File: config.mk
export PLATFORM = sky130hd
export DESIGN_NAME = awgn_channel_iq
export DESIGN_NICKNAME = d
export VERILOG_FILES = /design/src/rtl/awgn_pkg.sv /design/src/rtl/awgn_lfsr_uniform.sv /design/src/rtl/awgn_channel_iq.sv
export SDC_FILE = /design/constraint.sdc
export NUM_CORES = 1
export LEC_CHECK = 0
export BUFFER_PORTS_ARGS = -buffer_cell sky130_fd_sc_hd__buf_2
export CAP_MARGIN = 20
export CORE_MARGIN = 3
export CORE_UTILIZATION = 32
export DETAILED_ROUTE_END_ITERATION = 8
export HOLD_SLACK_MARGIN = 0.08
export PLACE_DENSITY = 0.53
export SYNTH_ARGS = -nofsm -noshare
export SYNTH_HDL_FRONTEND = slang
export SYNTH_SLANG_ARGS = --single-unit
File: constraint.sdc
create_clock -name clk -period 5.3 [get_ports clk]
set_input_delay 0.265 -clock clk [delete_from_list [all_inputs] [get_ports clk]]
set_output_delay 0.265 -clock clk [all_outputs]
set_load 0.005 [all_outputs]
File: src/rtl/awgn_pkg.sv
// Shared constants for the I/Q AWGN channel: LFSR polynomial, sigma table, SNR-to-sigma map.
// Latency: n/a (types, constants and a pure function only).
// Backpressure: n/a.
package awgn_pkg;

  // Width and feedback taps of the Galois LFSR (x^16+x^14+x^13+x^11+1).
  localparam int              LFSR_W    = 16;
  localparam logic [15:0]     LFSR_POLY = 16'hB400;

  // Noise scale per dB of SNR, unsigned Q0.8; index 0..9 is SNR in dB.
  localparam logic [7:0]      SIGMA_MIN = 8'd64;
  localparam logic [7:0]      SIGMA_LUT [0:9] = '{
    8'd180, 8'd161, 8'd143, 8'd128, 8'd114,
    8'd102, 8'd90,  8'd81,  8'd72,  8'd64
  };

  // Out-of-range SNR selects clamp to the quietest table entry.
  function automatic logic [7:0] sigma_of(input logic [3:0] snr);
    logic [7:0] s;
    s = SIGMA_MIN;
    if (snr <= 4'd9) s = SIGMA_LUT[snr];
    return s;
  endfunction

endpackage

File: src/rtl/awgn_lfsr_uniform.sv
// One 16-bit Galois LFSR producing an unsigned uniform from its top NOISE_W bits.
// Latency: u reflects the current state; state advances one cycle after step.
// Backpressure: holds its state whenever step is low.
module awgn_lfsr_uniform
  import awgn_pkg::*;
#(
  parameter logic [LFSR_W-1:0] SEED    = 16'hACE1,
  parameter int                NOISE_W = 12
) (
  input  logic               clk,
  input  logic               reset,
  input  logic               step,
  output logic [NOISE_W-1:0] u
);

  logic [LFSR_W-1:0] state;
  logic [LFSR_W-1:0] state_next;

  // Right-shifting Galois step: feedback taps applied when the bit shifted out is 1.
  always_comb begin
    state_next = {1'b0, state[LFSR_W-1:1]} ^ (state[0] ? LFSR_POLY : '0);
  end

  // State register: reload seed on reset, otherwise advance only when asked.
  always_ff @(posedge clk) begin
    if (!reset) begin
      state <= SEED;
    end else if (step) begin
      state <= state_next;
    end
  end

  assign u = state[LFSR_W-1 -: NOISE_W];

endmodule

File: src/rtl/awgn_channel_iq.sv
// I/Q AWGN channel: adds CLT noise (sum of LFSR uniforms scaled by SNR sigma) with saturation.
// Latency: 3 cycles from input accept to out_valid while out_ready stays high.
// Backpressure: all stages and the LFSRs freeze while out_valid & !out_ready; in_ready follows.
module awgn_channel_iq
  import awgn_pkg::*;
#(
  parameter int                DATA_W  = 24,
  parameter int                NOISE_W = 12,
  parameter int                SUM_N   = 4,
  parameter logic [LFSR_W-1:0] SEED_I  = 16'hACE1,
  parameter logic [LFSR_W-1:0] SEED_Q  = 16'h1D0F
) (
  input  logic                     clk,
  input  logic                     reset,
  input  logic                     in_valid,
  output logic                     in_ready,
  input  logic signed [DATA_W-1:0] in_real,
  input  logic signed [DATA_W-1:0] in_imag,
  input  logic [3:0]               snr_db,
  input  logic                     noise_en,
  output logic                     out_valid,
  input  logic                     out_ready,
  output logic signed [DATA_W-1:0] out_real,
  output logic signed [DATA_W-1:0] out_imag,
  output logic                     out_sat,
  output logic [31:0]              sample_cnt
);

  // Sum of SUM_N uniforms centred on zero needs clog2(SUM_N) growth plus a sign bit.
  localparam int SUM_W  = NOISE_W + $clog2(SUM_N) + 1;
  // Product with a 9-bit signed (zero-extended 8-bit) sigma.
  localparam int PROD_W = SUM_W + 9;
  // One guard bit above the sample width so the add never wraps before clipping.
  localparam int EXT_W  = DATA_W + 1;

  localparam logic [SUM_W-1:0]  SUM_OFFSET = SUM_W'(SUM_N) << (NOISE_W - 1);
  localparam logic [DATA_W-1:0] MAX_V      = {1'b0, {(DATA_W-1){1'b1}}};
  localparam logic [DATA_W-1:0] MIN_V      = {1'b1, {(DATA_W-1){1'b0}}};

  // ---------------------------------------------------------------- flow control
  logic adv;
  logic accept;

  assign adv      = !out_valid || out_ready;
  assign in_ready = adv;
  assign accept   = in_valid && in_ready;

  // ---------------------------------------------------------------- LFSR banks
  logic [NOISE_W-1:0] u_i [SUM_N];
  logic [NOISE_W-1:0] u_q [SUM_N];

  for (genvar k = 0; k < SUM_N; k++) begin : g_bank
    // Each bank gets a distinct seed; forcing bit 0 keeps it off the all-zero lock-up state.
    localparam logic [LFSR_W-1:0] BANK_OFS = LFSR_W'(k) << 8;

    awgn_lfsr_uniform #(
      .SEED    ((SEED_I ^ BANK_OFS) | 16'h0001),
      .NOISE_W (NOISE_W)
    ) u_lfsr_i (
      .clk   (clk),
      .reset (reset),
      .step  (accept),
      .u     (u_i[k])
    );

    awgn_lfsr_uniform #(
      .SEED    ((SEED_Q ^ BANK_OFS) | 16'h0001),
      .NOISE_W (NOISE_W)
    ) u_lfsr_q (
      .clk   (clk),
      .reset (reset),
      .step  (accept),
      .u     (u_q[k])
    );
  end

  // ---------------------------------------------------------------- S1 inputs
  logic [SUM_W-1:0]        sum_i;
  logic [SUM_W-1:0]        sum_q;
  logic signed [SUM_W-1:0] n_i;
  logic signed [SUM_W-1:0] n_q;
  logic [7:0]              sigma_sel;

  // Add the uniforms of each rail; the offset removes the mean so noise is zero-centred.
  always_comb begin
    sum_i = '0;
    sum_q = '0;
    for (int k = 0; k < SUM_N; k++) begin
      sum_i = sum_i + SUM_W'(u_i[k]);
      sum_q = sum_q + SUM_W'(u_q[k]);
    end
  end

  assign n_i       = sum_i - SUM_OFFSET;
  assign n_q       = sum_q - SUM_OFFSET;
  assign sigma_sel = sigma_of(snr_db);

  logic                     s1_valid;
  logic signed [DATA_W-1:0] s1_real;
  logic signed [DATA_W-1:0] s1_imag;
  logic signed [SUM_W-1:0]  s1_n_i;
  logic signed [SUM_W-1:0]  s1_n_q;
  logic [7:0]               s1_sigma;
  logic                     s1_noise_en;

  // Stage 1: capture sample, raw noise and the controls that belong to this sample.
  always_ff @(posedge clk) begin
    if (!reset) begin
      s1_valid    <= 1'b0;
      s1_real     <= '0;
      s1_imag     <= '0;
      s1_n_i      <= '0;
      s1_n_q      <= '0;
      s1_sigma    <= '0;
      s1_noise_en <= 1'b0;
    end else if (adv) begin
      s1_valid    <= accept;
      s1_real     <= in_real;
      s1_imag     <= in_imag;
      s1_n_i      <= n_i;
      s1_n_q      <= n_q;
      s1_sigma    <= sigma_sel;
      s1_noise_en <= noise_en;
    end
  end

  // ---------------------------------------------------------------- S2 scaling
  logic signed [PROD_W-1:0] n_i_x;
  logic signed [PROD_W-1:0] n_q_x;
  logic signed [PROD_W-1:0] sig_x;
  logic signed [PROD_W-1:0] p_i;
  logic signed [PROD_W-1:0] p_q;
  logic signed [PROD_W-1:0] sh_i;
  logic signed [PROD_W-1:0] sh_q;
  logic signed [EXT_W-1:0]  scaled_i;
  logic signed [EXT_W-1:0]  scaled_q;

  assign n_i_x = PROD_W'(s1_n_i);
  assign n_q_x = PROD_W'(s1_n_q);
  assign sig_x = PROD_W'({1'b0, s1_sigma});
  assign p_i   = n_i_x * sig_x;
  assign p_q   = n_q_x * sig_x;
  // Q0.8 sigma: drop the fractional byte, rounding toward minus infinity.
  assign sh_i  = p_i >>> 8;
  assign sh_q  = p_q >>> 8;

  assign scaled_i = s1_noise_en ? EXT_W'(sh_i) : '0;
  assign scaled_q = s1_noise_en ? EXT_W'(sh_q) : '0;

  logic                     s2_valid;
  logic signed [DATA_W-1:0] s2_real;
  logic signed [DATA_W-1:0] s2_imag;
  logic signed [EXT_W-1:0]  s2_noise_i;
  logic signed [EXT_W-1:0]  s2_noise_q;

  // Stage 2: register the scaled (or bypassed) noise alongside the sample.
  always_ff @(posedge clk) begin
    if (!reset) begin
      s2_valid   <= 1'b0;
      s2_real    <= '0;
      s2_imag    <= '0;
      s2_noise_i <= '0;
      s2_noise_q <= '0;
    end else if (adv) begin
      s2_valid   <= s1_valid;
      s2_real    <= s1_real;
      s2_imag    <= s1_imag;
      s2_noise_i <= scaled_i;
      s2_noise_q <= scaled_q;
    end
  end

  // ---------------------------------------------------------------- S3 add + clip
  logic signed [EXT_W-1:0]  y_i;
  logic signed [EXT_W-1:0]  y_q;
  logic                     clip_i;
  logic                     clip_q;
  logic signed [DATA_W-1:0] sat_i;
  logic signed [DATA_W-1:0] sat_q;

  assign y_i = EXT_W'(s2_real) + s2_noise_i;
  assign y_q = EXT_W'(s2_imag) + s2_noise_q;

  // Guard bit disagreeing with the sample MSB means the sum left the DATA_W range.
  always_comb begin
    clip_i = y_i[EXT_W-1] ^ y_i[DATA_W-1];
    clip_q = y_q[EXT_W-1] ^ y_q[DATA_W-1];
    sat_i  = y_i[DATA_W-1:0];
    sat_q  = y_q[DATA_W-1:0];
    if (clip_i) sat_i = y_i[EXT_W-1] ? MIN_V : MAX_V;
    if (clip_q) sat_q = y_q[EXT_W-1] ? MIN_V : MAX_V;
  end

  // Stage 3: output register; held while downstream stalls.
  always_ff @(posedge clk) begin
    if (!reset) begin
      out_valid <= 1'b0;
      out_real  <= '0;
      out_imag  <= '0;
      out_sat   <= 1'b0;
    end else if (adv) begin
      out_valid <= s2_valid;
      out_real  <= sat_i;
      out_imag  <= sat_q;
      out_sat   <= clip_i || clip_q;
    end
  end

  // Output handshake counter, sticks at all-ones instead of wrapping.
  always_ff @(posedge clk) begin
    if (!reset) begin
      sample_cnt <= '0;
    end else if (out_valid && out_ready && (sample_cnt != '1)) begin
      sample_cnt <= sample_cnt + 32'd1;
    end
  end

endmodule

# Yosys cells after proc, flatten, opt, wreduce, memory -nomap -nowiden
# Memory sizes are Yosys's and may differ from the RTL's.
# Cells that the tools add are included.
[classes]
muxes = 17
n_bitwise = 11
n_reduce_logical = 6
order_cmp = 2
add_sub_neg = 11
n_eq_ne = 1
mul = 2
[op_table]
columns = ["cell", "count"]
rows = [
  ["$mux W16", 8],
  ["$xor A15 B16 Y16", 8],
  ["$mux W24", 4],
  ["$add A24 B25 Y25", 2],
  ["$mux W25", 2],
  ["$mul A15 B9 Y24", 2],
  ["$add A32 B1 Y32 const B", 1],
  ["$ne A32 B32 Y1 const B", 1],
  ["$add A14 B12 Y15", 2],
  ["$sub A15 B14 Y15 const B", 2],
  ["$add A13 B12 Y14", 2],
  ["$add A12 B12 Y13", 2],
  ["$mux W8", 3],
  ["$ge A5 B5 Y1 const B", 1],
  ["$not A4 Y5", 1],
  ["$le A4 B4 Y1 const B", 1],
  ["$logic_and A1 B1 Y1", 3],
  ["$logic_or A1 B1 Y1", 2],
  ["$xor A1 B1 Y1", 2],
  ["$logic_not A1 Y1", 1],
]
[word_totals]
register_bits = 397
out_inout_bits = 83
romBits = 128
elab_cells = 76
inputBits = 57
n_memories = 1
[memory_table]
columns = ["name", "depth", "word_bits", "rd", "rd_ports_with_merged_regs", "write_ports", "line_no", "rtl"]
rows = [
  ["(no name shown)", 16, 8, 1, 0, 0, "awgn_pkg.sv:21", "if (snr <= 4'd9) s = SIGMA_LUT[snr];"],
]

# Logic depth before layout (Yosys ltp)
# Gate-level depths: netlist of run 1.
[logic_depth]
word_depth = 5
ltp_mapped = 21
depth_no_buf = 20

# Modules after synthesis
# From an unflattened synthesis of run 1, not the netlist that was laid out.
[hier_totals]
hier_cells = 3122
hier_area_um2 = 27286.2
[modules_own_cells]
columns = ["module", "cells_per_inst", "area_per_inst_um2", "n_inst", "seq_area_each_um2"]
rows = [
  ["awgn_channel_iq", 2578, 21524.4, 1, 5024.8],
  ["awgn_lfsr_uniform (g_bank[1].u_lfsr_i ...)", 68, 720.7, 3, 320.3],
  ["awgn_lfsr_uniform (g_bank[0].u_lfsr_q ...)", 68, 716.9, 2, 320.3],
  ["awgn_lfsr_uniform (g_bank[1].u_lfsr_q)", 68, 730.7, 1, 320.3],
  ["awgn_lfsr_uniform (g_bank[0].u_lfsr_i)", 68, 721.9, 1, 320.3],
  ["awgn_lfsr_uniform (g_bank[3].u_lfsr_i)", 68, 713.2, 1, 320.3],
]

# Least setup slack after synthesis of run 1
# Ideal clock, no wire load.
[synth_path]
kind = "register to register"
from = "reg s1_sigma[0]"
to = "reg s2_noise_i[14]"
setup_time_ns = 0.128
n_path_buf = 2
setup_slack_ns = 0.170
path_stages_with_launch = 20
t_required_ns = 5.172
period_less_slack_ns = 5.130
arrival_time_ns = 5.002
path_cell_list = "dfxtp_1 > clkbuf_1 > clkbuf_1 > nand2_1 > fa_1 > inv_1 > fa_1 > inv_1 > fa_1 > inv_1 > fa_1 > ha_1 > a21oi_1 > o21ai_0 > a31o_2 > a2111oi_0 > o31ai_1 > a21oi_1 > xor2_1 > o21ai_0"
[synth_between]
elab_chain_len = 2
[synth_rtl]
columns = ["element", "line_no", "rtl"]
rows = [
  ["start, declared", "awgn_channel_iq.sv:103", "logic [7:0] s1_sigma;"],
  ["start signal, assigned", "awgn_channel_iq.sv:122", "s1_sigma <= sigma_sel;"],
  ["$mul A15 B9 Y24", "awgn_channel_iq.sv:141", "assign p_i = n_i_x * sig_x;"],
  ["$mux W25", "awgn_channel_iq.sv:147", "assign scaled_i = s1_noise_en ? EXT_W'(sh_i) : '0;"],
  ["end signal, assigned", "awgn_channel_iq.sv:168", "s2_noise_i <= scaled_i;"],
  ["end, declared", "awgn_channel_iq.sv:153", "logic signed [EXT_W-1:0] s2_noise_i;"],
]
# Every way passes these cells.
# A chain may end at the register's enable or synchronous reset.

# Worst setup path after layout of run 1
[layout_path]
from = "reg s1_sigma[2]"
to = "reg s2_noise_i[23]"
# Same word-level chain as after synthesis.

==> results of run 1 <==
[worst min path at each step]
stage	from	cells past startpoint	slack, ns	to
after floorplan	in_imag[0]	2	0.41	s1_imag[0]$_SDFFE_PN0N_
after global placement	out_real[11]$_SDFFE_PN0N_	2	0.44	out_real[11]$_SDFFE_PN0N_
after detailed placement	out_real[11]$_SDFFE_PN0N_	2	0.44	out_real[11]$_SDFFE_PN0N_
after CTS	snr_db[0]	4	0.12	s1_sigma[3]$_SDFFE_PN0N_
after global routing	reset	3	0.17	s1_sigma[2]$_SDFFE_PN0N_
final	reset	3	0.15	s1_sigma[2]$_SDFFE_PN0N_
[repair_timing]
action,4_1_cts,5_1_grt
endpoints found under the hold margin,50,0
hold buffers,50,0
resized for setup,0,14
setup endpoints to repair,0,11
[worst min-delay path, stage by stage]
cell and delay, ns:
buf_4 0.13, inv_8 0.12, nor2_1 0.14
[power by group through the flow]
stage	Sequential, mW	Clock [mW]	Combinational [mW]
floorplan	3.32	0	2.29
global placement	3.50	0	2.97
detailed placement	3.50	0	3.01
CTS	3.44	3.27	3.05
global route	3.48	3.37	3.46
finish	3.44	3.15	3.00
[per-layer routing]
metal  vias up  wire length [µm]  track usage [%]
li1      10400                 -                -
met5         -                 0                0
met2       269             29900             24.8
met1      9691             32000             21.3
met4         0              1280             3.50
met3        88              2020             1.96
[area by class of cell]
class	count	share of cell area, %
multi-input cells	2242	55.8
flip-flops and latches	379	25.1
repair buffers	244	5.66
well taps	1060	4.38
inverters	332	4.16
clock buffers	60	4.10
clock inverters	15	0.844
[cell families after synthesis]
group | after synthesis | share of synthesized area, %
AO/OA/AOI/OAI | 592 | 13.6
AND/OR/NAND/NOR | 1056 | 17.5
XOR/XNOR | 139 | 4.65
multiplexers | 2 | 0.0760
adder cells (fa/ha/maj) | 453 | 28.0
flip-flops | 379 | 28.8
buffers and inverters | 509 | 7.37
[placed cells by master (no fill, tap or decap), types with 25 or more instances in the layout]
cell type / n
a21oi_1: 276
a21o_1: 41
nand2_1: 657
dlygate4sd3_1: 50
and2_1: 115
xor2_1: 49
clkbuf_16: 44
nor3_1: 25
inv_1: 328
xnor2_1: 89
buf_4: 48
buf_2: 138
o21ai_0: 124
fa_1: 239
maj3_1: 27
nand3_1: 72
nor2_1: 98
dfxtp_1: 374
ha_1: 167
[metrics by stage]
| step | util, % | setup WS [ns] | instance area (µm²) |
|---|---|---|---|
| 6_report | 37.3 | 0.339 | 30300 |
| 5_1_grt | 37.3 | 0.0151 | 30300 |
| 4_1_cts | 37.3 | 0.103 | 30200 |
| 3_5_place_dp | 34.8 | 0.0904 | 28200 |
| 3_3_place_gp | 34.8 | 0.120 | 28200 |
| 2_1_floorplan | - | 0.170 | 26300 |
==> reports/results.tsv, run 1 <==
stage	metric	value	unit
outcome	status	complete, no violations	
power	PnR Total Power	9.59	mW
synth	area leader, netlist	dfxtp_1	
cts	CTS tree	yes	
synth	largest cells by area after synthesis	dfxtp_1 (29%), fa_1 (18%), nand2_1 (9.4%)	
floorplan	die span in x	293	µm
setup_path	R2R depth	20	
setup_path	CP Capture Point	s2_noise_i[23]$_SDFFE_PN0N_	
placed_design	Final HPWL DP	47.2	mm
power	Sw Share	34.0	%
floorplan	num ports	140	
setup_path	critical path class	flop to flop	
timing	clock skew	0.0416	ns
cts	Worst-Skew Late Latency	0.59	ns
synth	Cell Area, Synth	26300	µm²
grt	grt ovf	0	
cells_and_area	area of the multi-input gates	16900	µm²
cells_and_area	register area	7590	µm²
setup_path	slowest CP cell	fa_1	
cells_and_area	biggest regs	g_bank.u_lfsr_i.state x64, g_bank.u_lfsr_q.state x64, sample_cnt x32	
detailed_routing	Via density	4.71	
power	Clock power frac	32.9	%
detailed_routing	drt drc	0	
setup_path	RR Startpoint	s1_sigma[2]$_SDFFE_PN0N_	
timing	FMAX	202	MHz
grt	first-pass GRT wire length	108	mm
synth	synth unique cells	72	
timing	final slew viol count	0	
floorplan	Initial Utilization	32.5	%
floorplan	core area	81100	µm²
detailed_routing	Detail Route Antenna Nets	0	
synth	commonest cells in the netlist	nand2_1 (658), dfxtp_1 (379), inv_1 (331)	
cts	setup repair bufs after CTS	0	
cells_and_area	layout net count	3706	
detailed_routing	drt wl/cell	15.0	µm
power	Peak supply drop	0.197	mV
timing	period utilization	93.6	%
setup_path	buffers and inverters on the worst path	5	
run	Max-Cap Viols	0	
cts	clock slew at reported path FFs	0.07	ns
cts	Clock Root Buffer	clkbuf_16	
synth	Post-Syn Nets	3594	
power	Internal	6.33	mW
setup_path	CP Capture Type	flop	
synth	most common cell in the synthesized netlist	nand2_1	
cts	CTS sink count	379	
floorplan	die area	85800	µm²
cells_and_area	final non-filler cell total	4332	
placed_design	PortBufs	139	
synth	Syn Area/Cell	8.42	µm²
timing	final setup fails	0	
placed_design	Placer Congestion	0.834	
grt	vias in the first global route	20300	
detailed_routing	via count	20400	
timing	Final Hold Vio Count	0	
setup_path	CP Launch Type	flop	
timing	RSZ-0062 raised after global routing	false	
setup_path	Critical Path Stages	20	
detailed_routing	routed wire length	65.1	mm
synth	ys flop type	dfxtp_1	
power	PD cells	317	nW/µm²
setup_path	family with the most delay on the worst path	adder cells	
cells_and_area	layout cells sized above 1	10.2	%
power	Comb power frac	31.3	%
timing	final setup TNS	0	ns
power	Sequential Power Share	35.9	%
setup_path	Crit Path Max Fanout	28	
placed_design	placed cell count	4207	
setup_path	WP data arrival	5.38	ns
timing	minimum hold slack	0.153	ns
synth	EDFF count, synth	0	
setup_path	r2r setup slk	0.34	ns
setup_path	required time of the critical path	5.72	ns
grt	antenna violations before repair	1	
setup_path	crit path cell chain	buf_12 -> and2_1 -> fa_1 -> inv_2 -> fa_1 -> inv_1 -> fa_1 -> inv_1 -> fa_1 -> inv_1 -> ha_1 -> a21o_1 -> a21o_1 -> a21o_1 -> a21o_1 -> a21oi_1 -> o21ai_0 -> a31oi_1 -> xnor2_1 -> o21ai_0	
power	leakage	13.7	nW
timing	relative slew slack	31.4	%
synth	total number of yosys warnings	0	
cells_and_area	Antenna Cells	0	
cts	CTS max path bufs	3	
floorplan	Std-Cell Rows	104	
synth	Synth Instances	3130	
timing	worst slew pin tran	1.03	ns
cts	total CTS buffers	43	
floorplan	Die Ht	293	µm
cells_and_area	area grow syn2layout	14.9	%
grt	Global Route Usage Sum	15.1	%
power	P_sw	3.26	mW
setup_path	crit path launch	s1_sigma[2]$_SDFFE_PN0N_	
synth	Seq/Total Area, Yosys	28.8	%
synth	#FFs+latches synth	379	
timing	post-layout min period	4.96	ns
synth	asr flop ratio synth	0	%
hold_path	HP Class	input port to flop	
grt	largest net degree at the start of global routing	119	
setup_path	CP max stage delay	0.61	ns
cells_and_area	fill count	8409	
detailed_routing	drt first-iter violations	1058	
cts	H-tree depth	2	
detailed_routing	Detailed Routing Iterations Pass 1	5	
setup_path	FF-to-FF End	s2_noise_i[23]$_SDFFE_PN0N_	
synth	post-synth top area share	28.8	%
Note: power is estimated with default switching activity, not from simulation.
==> run 2, diff against run 1 <==
--- a/config.mk
+++ b/config.mk
@@ -11,7 +11,7 @@
 export CORE_UTILIZATION = 32
 export DETAILED_ROUTE_END_ITERATION = 8
 export HOLD_SLACK_MARGIN = 0.08
-export PLACE_DENSITY = 0.53
+export PLACE_DENSITY = 0.51
 export SYNTH_ARGS = -nofsm -noshare
 export SYNTH_HDL_FRONTEND = slang
 export SYNTH_SLANG_ARGS = --single-unit
==> constraint.sdc (replaced) <==
create_clock -name clk -period 5.15 [get_ports clk]
set_input_delay 0.2575 -clock clk [delete_from_list [all_inputs] [get_ports clk]]
set_output_delay 0.2575 -clock clk [all_outputs]
set_load 0.005 [all_outputs]
==> reports/results.tsv, run 2 (synthesis results as in run 1) <==
stage	metric	value	unit	change
cells_and_area	layout net count	3733		+0.73%
setup_path	CP Launch Type	flop		
cells_and_area	biggest regs	g_bank.u_lfsr_i.state x64, g_bank.u_lfsr_q.state x64, sample_cnt x32		
setup_path	CP Capture Type	flop		
setup_path	required time of the critical path	5.57	ns	-0.15 ns
detailed_routing	via count	20400		-0.015%
power	Sequential Power Share	36.0	%	about the same
timing	Final Hold Vio Count	0		unchanged
cells_and_area	area grow syn2layout	15.5	%	
outcome	status	complete, no violations		
timing	RSZ-0062 raised after global routing	false		
cts	CTS sink count	379		unchanged
placed_design	PortBufs	139		unchanged
power	PD cells	322	nW/µm²	+1.6%
timing	period utilization	94.6	%	+0.97 points
detailed_routing	drt drc	0		unchanged
floorplan	Initial Utilization	32.5	%	unchanged
cts	H-tree depth	2		unchanged
cts	Clock Root Buffer	clkbuf_16		
floorplan	die span in x	293	µm	unchanged
power	Comb power frac	32.3	%	+1.0 points
setup_path	Crit Path Max Fanout	8		-71%
power	Internal	6.41	mW	+1.2%
setup_path	r2r setup slk	0.28	ns	-0.06 ns
setup_path	CP Capture Point	s2_noise_i[23]$_SDFFE_PN0N_		
cells_and_area	most frequent cells in the layout	nand2_1 (657), dfxtp_1 (375), inv_1 (329)		
placed_design	Placement Setup Slack	0.0130	ns	-0.0775 ns
floorplan	Die Ht	293	µm	unchanged
placed_design	placed cell count	4230		+0.55%
cts	Worst-Skew Late Latency	0.59	ns	about the same
setup_path	crit path launch	s1_sigma[1]$_SDFFE_PN0N_		
hold_path	HP Class	input port to flop		
detailed_routing	drt first-iter violations	948		-10%
power	Sw Share	34.6	%	+0.62 points
floorplan	num ports	140		unchanged
setup_path	FF-to-FF End	s2_noise_i[23]$_SDFFE_PN0N_		
setup_path	R2R depth	20		unchanged
power	PnR Total Power	9.79	mW	+2.1%
cts	CTS max path bufs	3		unchanged
grt	antenna violations before repair	0		-1
setup_path	slowest CP cell	fa_1		
cells_and_area	final non-filler cell total	4359		+0.62%
grt	Global Route Usage Sum	15.2	%	+0.078 points
timing	fin worst setup slack	0.279	ns	-0.0595 ns
grt	first-pass GRT wire length	108	mm	+0.81%
setup_path	family with the most delay on the worst path	adder cells		
setup_path	WP data arrival	5.29	ns	-0.09 ns
detailed_routing	routed wire length	65.8	mm	+0.96%
timing	final setup TNS	0	ns	unchanged
setup_path	critical path class	flop to flop		
detailed_routing	Detailed Routing Iterations Pass 1	4		-1
detailed_routing	Via density	4.68		-0.63%
timing	FMAX	205	MHz	+1.9%
timing	clock skew	0.0245	ns	-0.0170 ns
grt	vias in the first global route	20400		+0.69%
run	Max-Cap Viols	0		unchanged
timing	final slew viol count	0		unchanged
grt	largest net degree at the start of global routing	138		+16%
setup_path	crit path cell chain	buf_4 -> and2_1 -> fa_1 -> inv_2 -> fa_1 -> inv_1 -> fa_1 -> inv_1 -> fa_1 -> inv_1 -> ha_1 -> a21o_1 -> a21o_1 -> a21o_1 -> a21o_1 -> a21oi_1 -> o21ai_0 -> a31oi_1 -> xnor2_1 -> o21ai_0		
power	Peak supply drop	0.265	mV	+34%
placed_design	Final HPWL DP	47.2	mm	about the same
detailed_routing	drt wl/cell	15.1	µm	+0.34%
detailed_routing	Detail Route Antenna Nets	0		unchanged
setup_path	CP max stage delay	0.61	ns	about the same
timing	worst slew pin tran	1.10	ns	+0.0666 ns
cells_and_area	Antenna Cells	0		unchanged
floorplan	die area	85800	µm²	unchanged
cells_and_area	fill count	8441		+0.38%
grt	grt ovf	0		unchanged
timing	relative slew slack	26.8	%	-4.6 points
power	P_sw	3.39	mW	+4.0%
power	leakage	13.8	nW	+0.93%
setup_path	buffers and inverters on the worst path	5		unchanged
cts	total CTS buffers	45		+4.7%
setup_path	RR Startpoint	s1_sigma[1]$_SDFFE_PN0N_		
timing	final setup fails	0		unchanged
cts	CTS tree	yes		
power	Clock power frac	31.6	%	-1.3 points
timing	post-layout min period	4.87	ns	-0.0905 ns
cells_and_area	most common cell after layout, fill and taps aside	nand2_1		
floorplan	core area	81100	µm²	unchanged
floorplan	Std-Cell Rows	104		unchanged
cells_and_area	layout cells sized above 1	11.0	%	+0.80 points
cts	clock slew at reported path FFs	0.06	ns	about the same
placed_design	Placer Congestion	0.787		-5.6%
setup_path	Critical Path Stages	20		unchanged
-- run 2: how the worst min path moves through the flow --
stage | slack [ns] | cells past startpoint | to | startpoint
floorplan | 0.40 | 2 | s1_imag[0]$_SDFFE_PN0N_ | in_imag[0]
global placement | 0.44 | 2 | s1_real[10]$_SDFFE_PN0N_ | s1_real[10]$_SDFFE_PN0N_
detailed placement | 0.44 | 2 | s1_real[10]$_SDFFE_PN0N_ | s1_real[10]$_SDFFE_PN0N_
CTS | 0.08 | 3 | s1_sigma[6]$_SDFFE_PN0N_ | snr_db[2]
global route | 0.14 | 3 | s1_sigma[6]$_SDFFE_PN0N_ | snr_db[2]
finish | 0.12 | 3 | s1_sigma[6]$_SDFFE_PN0N_ | snr_db[2]
-- run 2: area by class of cell --
| cell class | count | area [µm²] | share of cell area (%) |
|---|---|---|---|
| multi-input cells | 2242 | 16900 | 55.6 |
| well taps | 1060 | 1330 | 4.36 |
| clock inverters | 17 | 168 | 0.551 |
| flip-flops and latches | 379 | 7590 | 25.0 |
| clock buffers | 60 | 1260 | 4.15 |
| repair buffers | 269 | 1900 | 6.26 |
| inverters | 332 | 1260 | 4.15 |
-- run 2: worst register-to-register path, delay by kind of cell (launching register included) --
family          cells  cell delay, ns
compound gates      8            1.18
xor+xnor            1            0.13
buf+inv             5            0.39
flops               1            0.36
fa+ha+maj           5            2.45
simple gates        1            0.20
-- run 2: what timing repair did --
action                                  4_1_cts  5_1_grt
hold endpoints to repair                     50        0
endpoints found under the setup margin        0       14
resized for setup                             0       18
buffers inserted                              0        1
hold buffers                                 50        0
-- run 2: routing by layer --
layer / vias up / routed length [µm] / GRT usage [%] / share of wire [%]
li1: 10400 / - / - / -
met1: 9705 / 32500 / 21.2 / 49
met2: 229 / 30100 / 25.3 / 46
met3: 61 / 2090 / 2.09 / 3.2
met4: 0 / 1080 / 2.96 / 1.6
met5: - / 0 / 0 / 0
-- run 2: power by group through the flow --
stage	Clock (mW)	Sequential, mW	Combinational, mW
6_report	3.10	3.53	3.17
5_1_grt	3.33	3.57	3.66
3_5_place_dp	0	3.60	3.16
2_1_floorplan	0	3.41	2.36
4_1_cts	3.20	3.53	3.21
3_3_place_gp	0	3.59	3.14
-- run 2: through the flow --
stage / cell area, µm² / hold slack, ns / util [%]
detailed placement: 28400 / 0.445 / 35.0
floorplan: 26300 / 0.398 / -
global placement: 28400 / 0.440 / 35.0
CTS: 30300 / 0.0845 / 37.4
global route: 30400 / 0.144 / 37.5
finish: 30400 / 0.117 / 37.5
==> run 3, diff against run 2 <==
--- a/config.mk
+++ b/config.mk
@@ -8,10 +8,9 @@
 export BUFFER_PORTS_ARGS = -buffer_cell sky130_fd_sc_hd__buf_2
 export CAP_MARGIN = 20
 export CORE_MARGIN = 3
-export CORE_UTILIZATION = 32
+export CORE_UTILIZATION = 55
 export DETAILED_ROUTE_END_ITERATION = 8
-export HOLD_SLACK_MARGIN = 0.08
-export PLACE_DENSITY = 0.51
+export PLACE_DENSITY = 0.77
 export SYNTH_ARGS = -nofsm -noshare
 export SYNTH_HDL_FRONTEND = slang
 export SYNTH_SLANG_ARGS = --single-unit
==> reports/results.tsv, run 3 (synthesis results as in run 1) <==
stage	metric	value	unit	change
timing	clock skew	0.0269	ns	+0.00242 ns
grt	grt ovf	0		unchanged
detailed_routing	drt drc	0		unchanged
setup_path	Crit Path Max Fanout	9		+1
detailed_routing	Detailed Routing Iterations Pass 1	6		+2
setup_path	CP max stage delay	0.58	ns	-0.03 ns
timing	Final Hold Vio Count	0		unchanged
timing	worst slew pin tran	1.06	ns	-0.0310 ns
setup_path	slowest CP cell	dfxtp_1		
cts	CTS max path bufs	3		unchanged
power	leakage	13.9	nW	+0.36%
power	Peak supply drop	0.279	mV	+5.4%
cts	Clock Root Buffer	clkbuf_16		
placed_design	Final HPWL DP	45.0	mm	-4.7%
setup_path	buffers and inverters on the worst path	4		-1
cells_and_area	most frequent cells in the layout	nand2_1 (657), dfxtp_1 (365), inv_1 (329)		
detailed_routing	via count	21500		+5.5%
cells_and_area	fill count	3816		-55%
cells_and_area	layout cells sized above 1	11.7	%	+0.73 points
timing	relative slew slack	29.0	%	+2.2 points
floorplan	die span in x	225	µm	-23%
detailed_routing	drt first-iter violations	1255		+32%
detailed_routing	Via density	5.50		+17%
placed_design	Placer Congestion	0.933		+19%
floorplan	num ports	140		unchanged
hold_path	HP Class	input port to flop		
run	Max-Cap Viols	0		unchanged
timing	post-layout min period	4.97	ns	+0.0987 ns
setup_path	family with the most delay on the worst path	adder cells		
floorplan	core area	47000	µm²	-42%
placed_design	PortBufs	139		unchanged
floorplan	Initial Utilization	56.1	%	+24 points
detailed_routing	routed wire length	62.1	mm	-5.6%
power	PD cells	325	nW/µm²	+1.1%
detailed_routing	drt wl/cell	15.9	µm	+5.1%
grt	largest net degree at the start of global routing	151		+9.4%
detailed_routing	Detail Route Antenna Nets	0		unchanged
cells_and_area	most common cell after layout, fill and taps aside	nand2_1		
floorplan	Std-Cell Rows	79		-24%
cts	Worst-Skew Late Latency	0.59	ns	about the same
timing	period utilization	96.5	%	+1.9 points
setup_path	CP Capture Type	flop		
cts	CTS sink count	379		unchanged
outcome	status	complete, no violations		
grt	first-pass GRT wire length	103	mm	-4.6%
setup_path	crit path cell chain	nand2_1 -> fa_1 -> inv_1 -> fa_1 -> fa_1 -> inv_1 -> fa_1 -> inv_1 -> ha_1 -> a21o_1 -> a21o_1 -> a21oi_2 -> o21ai_4 -> buf_4 -> a21o_1 -> a21oi_4 -> o21bai_1 -> xnor2_1 -> o21ai_0		
timing	FMAX	201	MHz	-2.0%
setup_path	crit-path most repeated cell	fa_1		
cts	CTS tree	yes		
timing	fin worst setup slack	0.181	ns	-0.0987 ns
setup_path	critical path class	flop to flop		
setup_path	CP Launch Type	flop		
cts	H-tree depth	2		unchanged
cells_and_area	biggest regs	g_bank.u_lfsr_i.state x64, g_bank.u_lfsr_q.state x64, sample_cnt x32		
floorplan	die area	50600	µm²	-41%
timing	minimum hold slack	0.0548	ns	-0.0626 ns
timing	final setup fails	0		unchanged
power	PnR Total Power	9.75	mW	-0.50%
timing	final slew viol count	0		unchanged
cells_and_area	area grow syn2layout	13.6	%	
setup_path	required time of the critical path	5.58	ns	about the same
cts	total CTS buffers	42		-6.7%
grt	vias in the first global route	21700		+6.0%
cells_and_area	layout net count	3739		+0.16%
cts	clock slew at reported path FFs	0.06	ns	about the same
grt	antenna violations before repair	1		+1
floorplan	Die Ht	225	µm	-23%
setup_path	WP data arrival	5.39	ns	+0.10 ns
placed_design	Placement Setup Slack	-0.301	ns	-0.314 ns
grt	Global Route Usage Sum	24.4	%	+9.2 points
-- run 3: cell types whose count changed in the layout (fill, tap and decap cells not counted), moves of 2 or more --
cell,change
buf_4,+9
bufinv_16,+2
clkbuf_1,-2
clkbuf_16,-3
clkinv_4,+2
dfxtp_1,-10
dfxtp_2,+6
dfxtp_4,+4
dlygate4sd3_1,-2
inv_6,+4
inv_8,-3
-- run 3: worst register-to-register path: stages, from the launching register on --
cell,delay (ns)
dfxtp_1,0.58
nand2_1,0.15
fa_1,0.50
inv_1,0.05
fa_1,0.47
fa_1,0.55
inv_1,0.05
fa_1,0.53
inv_1,0.04
ha_1,0.31
a21o_1,0.17
a21o_1,0.18
a21oi_2,0.19
o21ai_4,0.11
buf_4,0.16
a21o_1,0.22
a21oi_4,0.18
o21bai_1,0.12
xnor2_1,0.19
o21ai_0,0.09
-- run 3: per-layer routing --
metal	routed length (µm)	vias to the layer above	track usage, %
met5	0	-	0
met4	1540	0	7.73
met3	2590	122	3.15
met2	31200	479	43.5
met1	26700	10500	30.9
li1	-	10400	-
-- run 3: repair_timing --
item | in CTS | in global routing
endpoints found under the setup margin | 14 | 14
endpoints found under the hold margin | 48 | 0
buffers inserted | 0 | 5
hold buffers | 48 | 0
gates resized for setup | 7 | 29
pin swaps | 0 | 5
gates cloned | 0 | 1
-- run 3: through the flow --
stage	utilization (%)	instances	instance area, µm²	setup TNS (ns)
global route	63.8	3916	29900	-0.0669
detailed placement	59.3	3783	27900	-1.85
floorplan	-	3130	26300	0
global placement	59.3	3783	27900	-0.206
CTS	63.4	3908	29800	0
finish	63.8	3916	29900	0
-- run 3: path summary, 6_finish.rpt --
kind | startpoint | endpoint | slack [ns] | cells past startpoint
max | s1_n_q[7]$_SDFFE_PN0N_ | s2_noise_q[8]$_SDFFE_PN0N_ | 0.18 | 19
min | snr_db[3] | s1_sigma[3]$_SDFFE_PN0N_ | 0.05 | 3
max reg2reg | s1_n_q[7]$_SDFFE_PN0N_ | s2_noise_q[8]$_SDFFE_PN0N_ | 0.18 | 19
min reg2reg | s1_imag[1]$_SDFFE_PN0N_ | s2_imag[1]$_SDFFE_PN0N_ | 0.45 | 2
-- run 3: final cells by class --
class | instances | area, µm² | area share, %
diodes | 1 | 2.50 | 0.00836
clock buffers | 54 | 1170 | 3.89
clock inverters | 23 | 263 | 0.878
inverters | 332 | 1260 | 4.20
multi-input cells | 2242 | 16900 | 56.4
flip-flops and latches | 379 | 7620 | 25.4
well taps | 607 | 759 | 2.54
repair buffers | 278 | 1980 | 6.61
-- run 3: where the power goes --
part	internal (mW)	switching [mW]	leakage, nW
sequential	3.22	0.337	3.13
combinational	1.40	1.70	10.0
clock	1.78	1.31	0.701
